<file path="src/rtl/alu_result_fifo.sv">
// Tag-carrying FWFT result buffer behind the 8-bit ALU; optional product storage under ALU_RESFIFO_MUL_EN.
// Latency: an entry pushed on edge N is presented on out_* right after edge N; one push and one pop per cycle.
// Backpressure: in_ready drops only when full (registered count); pushing while full is dropped and flagged in overflow.
module alu_result_fifo #(
    parameter int DEPTH = 4,
    parameter int PTR_W = 2
) (
    input  logic                clk,
    input  logic                rst,
    input  logic                in_valid,
    output logic                in_ready,
    input  logic [7:0]          result,
    input  logic [15:0]         mulresult,
    input  logic                carry,
    input  logic                zero,
    input  logic [2:0]          opcode,
    output logic                out_valid,
    input  logic                out_ready,
    output logic [7:0]          out_result,
    output logic [15:0]         out_mulresult,
    output logic                out_carry,
    output logic                out_zero,
    output logic [2:0]          out_opcode,
    output logic [PTR_W:0]      count,
    output logic                overflow,
    input  logic                clr_overflow,
    output logic [7:0]          retired
);

    localparam logic [PTR_W:0] FULL_COUNT = (PTR_W + 1)'(DEPTH);

    logic [PTR_W-1:0] wr_ptr;
    logic [PTR_W-1:0] rd_ptr;
    logic             push;
    logic             pop;

    logic [7:0] mem_result [DEPTH];
    logic [2:0] mem_opcode [DEPTH];
    logic       mem_carry  [DEPTH];
    logic       mem_zero   [DEPTH];

    // Full/empty come only from the registered count, so in_ready never sees out_ready.
    assign in_ready  = (count != FULL_COUNT);
    assign out_valid = (count != '0);
    assign push      = in_valid & in_ready;
    assign pop       = out_valid & out_ready;

    always_ff @(posedge clk or posedge rst) begin
        if (rst) begin
            wr_ptr <= '0;
            rd_ptr <= '0;
            count  <= '0;
        end else begin
            if (push) begin
                wr_ptr <= wr_ptr + 1'b1;
            end
            if (pop) begin
                rd_ptr <= rd_ptr + 1'b1;
            end
            case ({push, pop})
                2'b10:   count <= count + 1'b1;
                2'b01:   count <= count - 1'b1;
                default: count <= count;
            endcase
        end
    end

    // A blocked push while full sets the flag even when a pop frees a slot this cycle.
    always_ff @(posedge clk or posedge rst) begin
        if (rst) begin
            overflow <= 1'b0;
        end else if (in_valid && !in_ready) begin
            overflow <= 1'b1;
        end else if (clr_overflow) begin
            overflow <= 1'b0;
        end
    end

    always_ff @(posedge clk or posedge rst) begin
        if (rst) begin
            retired <= 8'd0;
        end else if (pop) begin
            retired <= retired + 8'd1;
        end
    end

    // Storage is left unreset; every read is masked while empty.
    always_ff @(posedge clk) begin
        if (push) begin
            mem_result[wr_ptr] <= result;
            mem_opcode[wr_ptr] <= opcode;
            mem_carry[wr_ptr]  <= carry;
            mem_zero[wr_ptr]   <= zero;
        end
    end

    assign out_result = out_valid ? mem_result[rd_ptr] : 8'd0;
    assign out_opcode = out_valid ? mem_opcode[rd_ptr] : 3'd0;
    assign out_carry  = out_valid ? mem_carry[rd_ptr]  : 1'b0;
    assign out_zero   = out_valid ? mem_zero[rd_ptr]   : 1'b0;

`ifdef ALU_RESFIFO_MUL_EN
    logic [15:0] mem_mul [DEPTH];

    always_ff @(posedge clk) begin
        if (push) begin
            mem_mul[wr_ptr] <= mulresult;
        end
    end

    assign out_mulresult = out_valid ? mem_mul[rd_ptr] : 16'h0000;
`else
    logic unused_mulresult;

    assign unused_mulresult = ^mulresult;
    assign out_mulresult    = 16'h0000;
`endif

endmodule
</file>
<file path="config.mk">
export PLATFORM = sky130hd
export DESIGN_NAME = alu_result_fifo
export DESIGN_NICKNAME = d
export VERILOG_FILES = /design/src/rtl/alu_result_fifo.sv
export SDC_FILE = /design/constraint.sdc
export NUM_CORES = 1
export LEC_CHECK = 0
export BUFFER_PORTS_ARGS = -buffer_cell sky130_fd_sc_hd__buf_2
export CORE_ASPECT_RATIO = 1.2
export CORE_MARGIN = 5
export CORE_UTILIZATION = 43
export CTS_CLUSTER_SIZE = 20
export DETAILED_ROUTE_END_ITERATION = 8
export GPL_ROUTABILITY_DRIVEN = 0
export MAX_ROUTING_LAYER = met4
export PLACE_DENSITY = 0.75
export SLEW_MARGIN = 20
export SYNTH_ARGS = -nofsm -noshare
export SYNTH_HDL_FRONTEND = slang
export SYNTH_SLANG_ARGS = --single-unit
</file>
<file path="constraint.sdc">
create_clock -name clk -period 2.1 [get_ports clk]
set_input_delay 0.315 -clock clk [delete_from_list [all_inputs] [get_ports clk]]
set_output_delay 0.315 -clock clk [all_outputs]
set_load 0.05 [all_outputs]
</file>
======== After elaboration in Yosys (flattened, before gate mapping) ========
Memories as Yosys holds them, arrays and structs flattened.
Index checks and enable logic that the tools add are counted.
W data, S select, Z words.
cells by class
  reductions and logical operators ........ 5
  shift operators ......................... 0
  $mul .................................... 0
  bitwise gates (word level) .............. 2
  $lt $le $gt $ge ......................... 0
  divide/modulo/power cells ............... 0
  mux-type cells .......................... 9
  add/subtract/negate cells ............... 5
  equality and inequality tests ........... 3
operators with widths
  cell                   count
  $add A8 B1 Y8 const B  1
  $mux W8                1
  $mux W1                6
  $pmux W3 S2            1
  $add A2 B1 Y2 const B  2
  $reduce_bool A2 Y1     2
  $add A3 B1 Y3 const B  1
  $mux W3                1
  $ne A3 B3 Y1 const B   1
  $reduce_bool A3 Y1     1
  $sub A3 B1 Y3 const B  1
  $and A1 B1 Y1          2
  $eq A2 B1 Y1 const B   1
  $eq A2 B2 Y1 const B   1
  $logic_and A1 B1 Y1    1
  $logic_not A1 Y1       1
storage, ports and cells
  output and inout bits ................... 43
  input port bits ......................... 34
  memories kept ........................... 4
  logic and storage cells ................. 33
  latch bits .............................. 0
  bits in writable memories ............... 52
  bits in read-only memories .............. 0
  bits in registers ....................... 16
memory list
  name        words  width  rd ports  clocked after Yosys merged registers in  write ports  line  text
  mem_result  4      8      1         0                                        1            37    logic [7:0] mem_result [DEPTH];
  mem_opcode  4      3      1         0                                        1            38    logic [2:0] mem_opcode [DEPTH];
  mem_carry   4      1      1         0                                        1            39    logic mem_carry [DEPTH];
  mem_zero    4      1      1         0                                        1            40    logic mem_zero [DEPTH];

======== Depth between registers and ports, before layout ========
  depth after elaboration ................. 4
  gate-level depth with buffers ........... 9
  depth with buffers taken out ............ 9

======== Least setup slack after synthesis ========
Ideal clock, no wire load.
  kind .................................... register to register
  start point ............................. register count[2]
  end point ............................... register count[2]
  cell stages (with the launch flop) ...... 10
  period minus slack after synthesis ...... 2.260 ns
  data required time ...................... 1.951 ns
  library setup time ...................... 0.149 ns
  arrival time ............................ 2.110 ns
  path buffers ............................ 0
  path slack .............................. -0.160 ns
  path through ............................ dfrtp_1 > nor3b_2 > nor2b_2 > inv_1 > ha_1 > inv_1 > fa_1 > xor2_1 > nor2_1 > xor2_1
on the way
  cells in the longest elaborated chain, start to end .. 4
  elaborated cells on any way between the ends .. 10
  those cells by class .................... 2 x add/sub; 3 x eq/ne; 1 x mux; 2 x bitwise; 2 x reduce/logical
RTL lines
  what                                                       line    text
  from (decl)                                                24      output logic [PTR_W:0] count,
  from (signal assigned)                                     61      2'b10: count <= count + 1'b1;
  from (signal assigned)                                     62      2'b01: count <= count - 1'b1;
  from (signal assigned)                                     63      default: count <= count;
  $ne A3 B3 Y1 / $reduce_bool A3 Y1 (equally long branches)  43, 44
  $and A1 B1 Y1, on equally long branches                    45, 46
  $eq A2 B1 Y1 / $eq A2 B2 Y1 (equally long branches)        60      case ({push, pop})
  $pmux W3 S2 / $reduce_bool A2 Y1 (equally long branches)   --
Several ways; a longest one is shown, not always the timed one.
A chain may end at the register's enable or synchronous reset.

======== Worst setup path in the final report ========
  start point ............................. register rd_ptr[0]
  end point ............................... output out_result[0]
on the way
  cells in the longest elaborated chain, start to end .. 2
RTL lines
  what                    line  text
  from (decl)             33    logic [PTR_W-1:0] rd_ptr;
  from (signal assigned)  58    rd_ptr <= rd_ptr + 1'b1;
  $mem_v2 Z4 W8           --
  $mux W8                 97    assign out_result = out_valid ? mem_result[rd_ptr] : 8'd0;
  to (decl)               19    output logic [7:0] out_result,
Every way passes these cells.

==> metrics.cfg <==
[outcome]
status=completed

[placement]
hpwl_um=3300
placed_cell_area_mm2=0.00328
port_buffers=44

[timing]
slew_violations=0
hold_violations=0
tns_ps=0
relSlewSlack_pct=58.7
rsz0062_at_grt=true
finalSetupViolations=0
fin_skew_ps=7.98
fmax_mhz=490
fin_crit_sh_pct=97.2
finalCriticalPeriod_ps=2040
holdWs_ps=57.6
worstMarginPinSlew_ps=618

[global_route]
grt_pass1_wl_um=7630
grt_pass1_vias=1549
overflow=0
grt_util_all_layers_pct=12.3
antenna_found_initial=0
grt_max_degree=18

[run]
maxCapViolations=0

[cells_and_area]
syn_to_final_growth_pct=19.3
post-route-util_pct=52.1
antenna-diode-count=0
fin_nets=278
fillers=574
drive_gt1_share_pct=38.0
fin_area_mm2=0.00353

[critical_path]
critPathMostFrequentCell=buf_6
end_kind=output port
path_max_fanout=6
crit_arrival_ps=1730
slowest_stage=mux4_1
crit_required_ps=1780
cp_slowest_stage_delay_ps=530
crit_chain=buf_6 > mux4_1 > nor2b_1 > buf_6
reg2reg_setup_slack_ps=200
cp-start-kind=register
critPathKind=reg2out

[drt]
drc=0
drtAntennaViolNets=0
wirelength_um=4810
drt_iter0_markers=75
wl_per_cell_um=14.6
vias_per_cell=4.64
via_count=1527
firstDrtPassIters=4

[worst_hold_path]
worstHoldPathType=in2async

[clock_network]
clk_pin_slew_ps=70
cts_tree=yes
cts_sinks=68
cts_root_buf=clkbuf_8
ctsHoldBuffers=0
cts_buffers=9
clock_latency_ps=330
cts_buffer_depth=2
htree_levels=3

[logic_synthesis]
yosys.area.top_type=edfxtp_1
synth_top_cell_area_share_pct=52.8
synth_area_per_cell_um2=17.1
syn_area_mm2=0.00296
ys_seq_elements=68
yosys-top-cells-count=52 x edfxtp_1, 16 x buf_4, 16 x dfrtp_1
yosysUniqueCellTypes=31
ys_seq_area_share_pct=66.3
yosys-top-cells-area=edfxtp_1 53%, dfrtp_1 14%, mux4_2 6.8%
yosysMostFrequentCell=edfxtp_1
yosysWarnings=0
synth-edff-count=52
syn_inst=173
ys_async_sr_fraction_pct=23.5
synth_ff_type=edfxtp_1

[floorplan]
die_w_um=85.7
row_count=33
initial_core_util_pct=43.7
die_h_um=101
design.die.area_mm2=0.00865
coreArea_mm2=0.00677
io_pins=77

[power]
powerDensity_mw_per_mm2=1710
irDropWorstVdd_uv=882
power.leakage_nw=1.43

## sequential cells by signal, summed over array words and instances, names as in the netlist
| name | count |
|---|---|
| overflow | 1 |
| mem_result | 32 |
| wr_ptr | 2 |
| count | 3 |
| mem_carry | 4 |
| rd_ptr | 2 |
| mem_opcode | 12 |
| mem_zero | 4 |
| retired | 8 |
## worst max-delay path: cells and delay by family (launching register included)
family / cells / cell delay (ps)
buffers and inverters: 2 / 320
flip-flops: 1 / 390
multiplexers: 1 / 530
AND/OR/NAND/NOR: 1 / 160
## cell families (layout without fill, tap and decap cells)
| family | after synthesis | in the layout | synth area share [%] |
|---|---|---|---|
| other | 1 | 16 | 0.127 |
| flip-flops | 68 | 68 | 66.3 |
| XOR/XNOR | 13 | 13 | 3.85 |
| AO/OA/AOI/OAI | 2 | 2 | 0.888 |
| buffers and inverters | 31 | 85 | 6.85 |
| multiplexers | 15 | 15 | 11.2 |
| adder cells (fa/ha/maj) | 7 | 7 | 3.21 |
| AND/OR/NAND/NOR | 36 | 36 | 7.53 |
## stage by stage
stage / std cells / power, mW / worst slack [ps]
2_1_floorplan: 188 / 4.24 / -78.6
3_3_place_gp: 312 / 4.83 / 213
3_5_place_dp: 312 / 4.87 / 201
4_1_cts: 329 / 5.94 / 0.735
5_1_grt: 329 / 6.37 / -15.8
6_report: 329 / 6.04 / 59.4
## worst paths after layout
path,startpoint,end,cells past startpoint
min in group clk,clr_overflow,overflow$_DFFE_PP0P_,2
max in group asynchronous,rst,count[2]$_DFFE_PP0P_,2
min,rst,retired[4]$_DFFE_PP0P_,2
max reg2reg,count[1]$_DFFE_PP0P_,count[2]$_DFFE_PP0P_,9
min reg2reg,retired[7]$_DFFE_PP0P_,retired[7]$_DFFE_PP0P_,1
max,rd_ptr[0]$_DFFE_PP0P_,out_result[0],4
## metal layers
layer  track usage, %  wire [um]
met3             3.35        306
met4             5.72         97
met5                -          0
met2             19.4       2500
met1             14.7       1900
## power by group
part	internal, mW	total [mW]	leakage, nW	switching, mW
clock network	0.543	0.983	0.0947	0.439
registers	1.82	1.98	0.672	0.161
logic	1.12	3.08	0.665	1.97
## layout make-up
cell class	count	area, um2	share of cell area (%)
flip-flops and latches	68	1960	55.6
well taps	87	109	3.08
repair buffers	58	394	11.2
clock inverters	5	52.6	1.49
clock buffers	11	131	3.72
inverters	11	41.3	1.17
multi-input cells	89	840	23.8
## placed cells by master (no fill, tap or decap), drive strengths merged, types with 7 or more instances in the layout
cell type | synthesis | routed
inv | 11 | 11
mux4 | 13 | 13
clkbuf | 0 | 11
edfxtp | 52 | 52
xnor2 | 7 | 7
nor2b | 14 | 14
dfrtp | 16 | 16
nand2 | 7 | 7
conb | 1 | 16
buf | 20 | 58
## repair_timing
| action | in CTS | in global routing |
|---|---|---|
| endpoints found under the setup margin | 4 | 11 |
| resized for setup | 6 | 28 |
| pin swaps | 0 | 0 |
| buffers inserted | 1 | 0 |
Power figures use the tool's default switching activity.
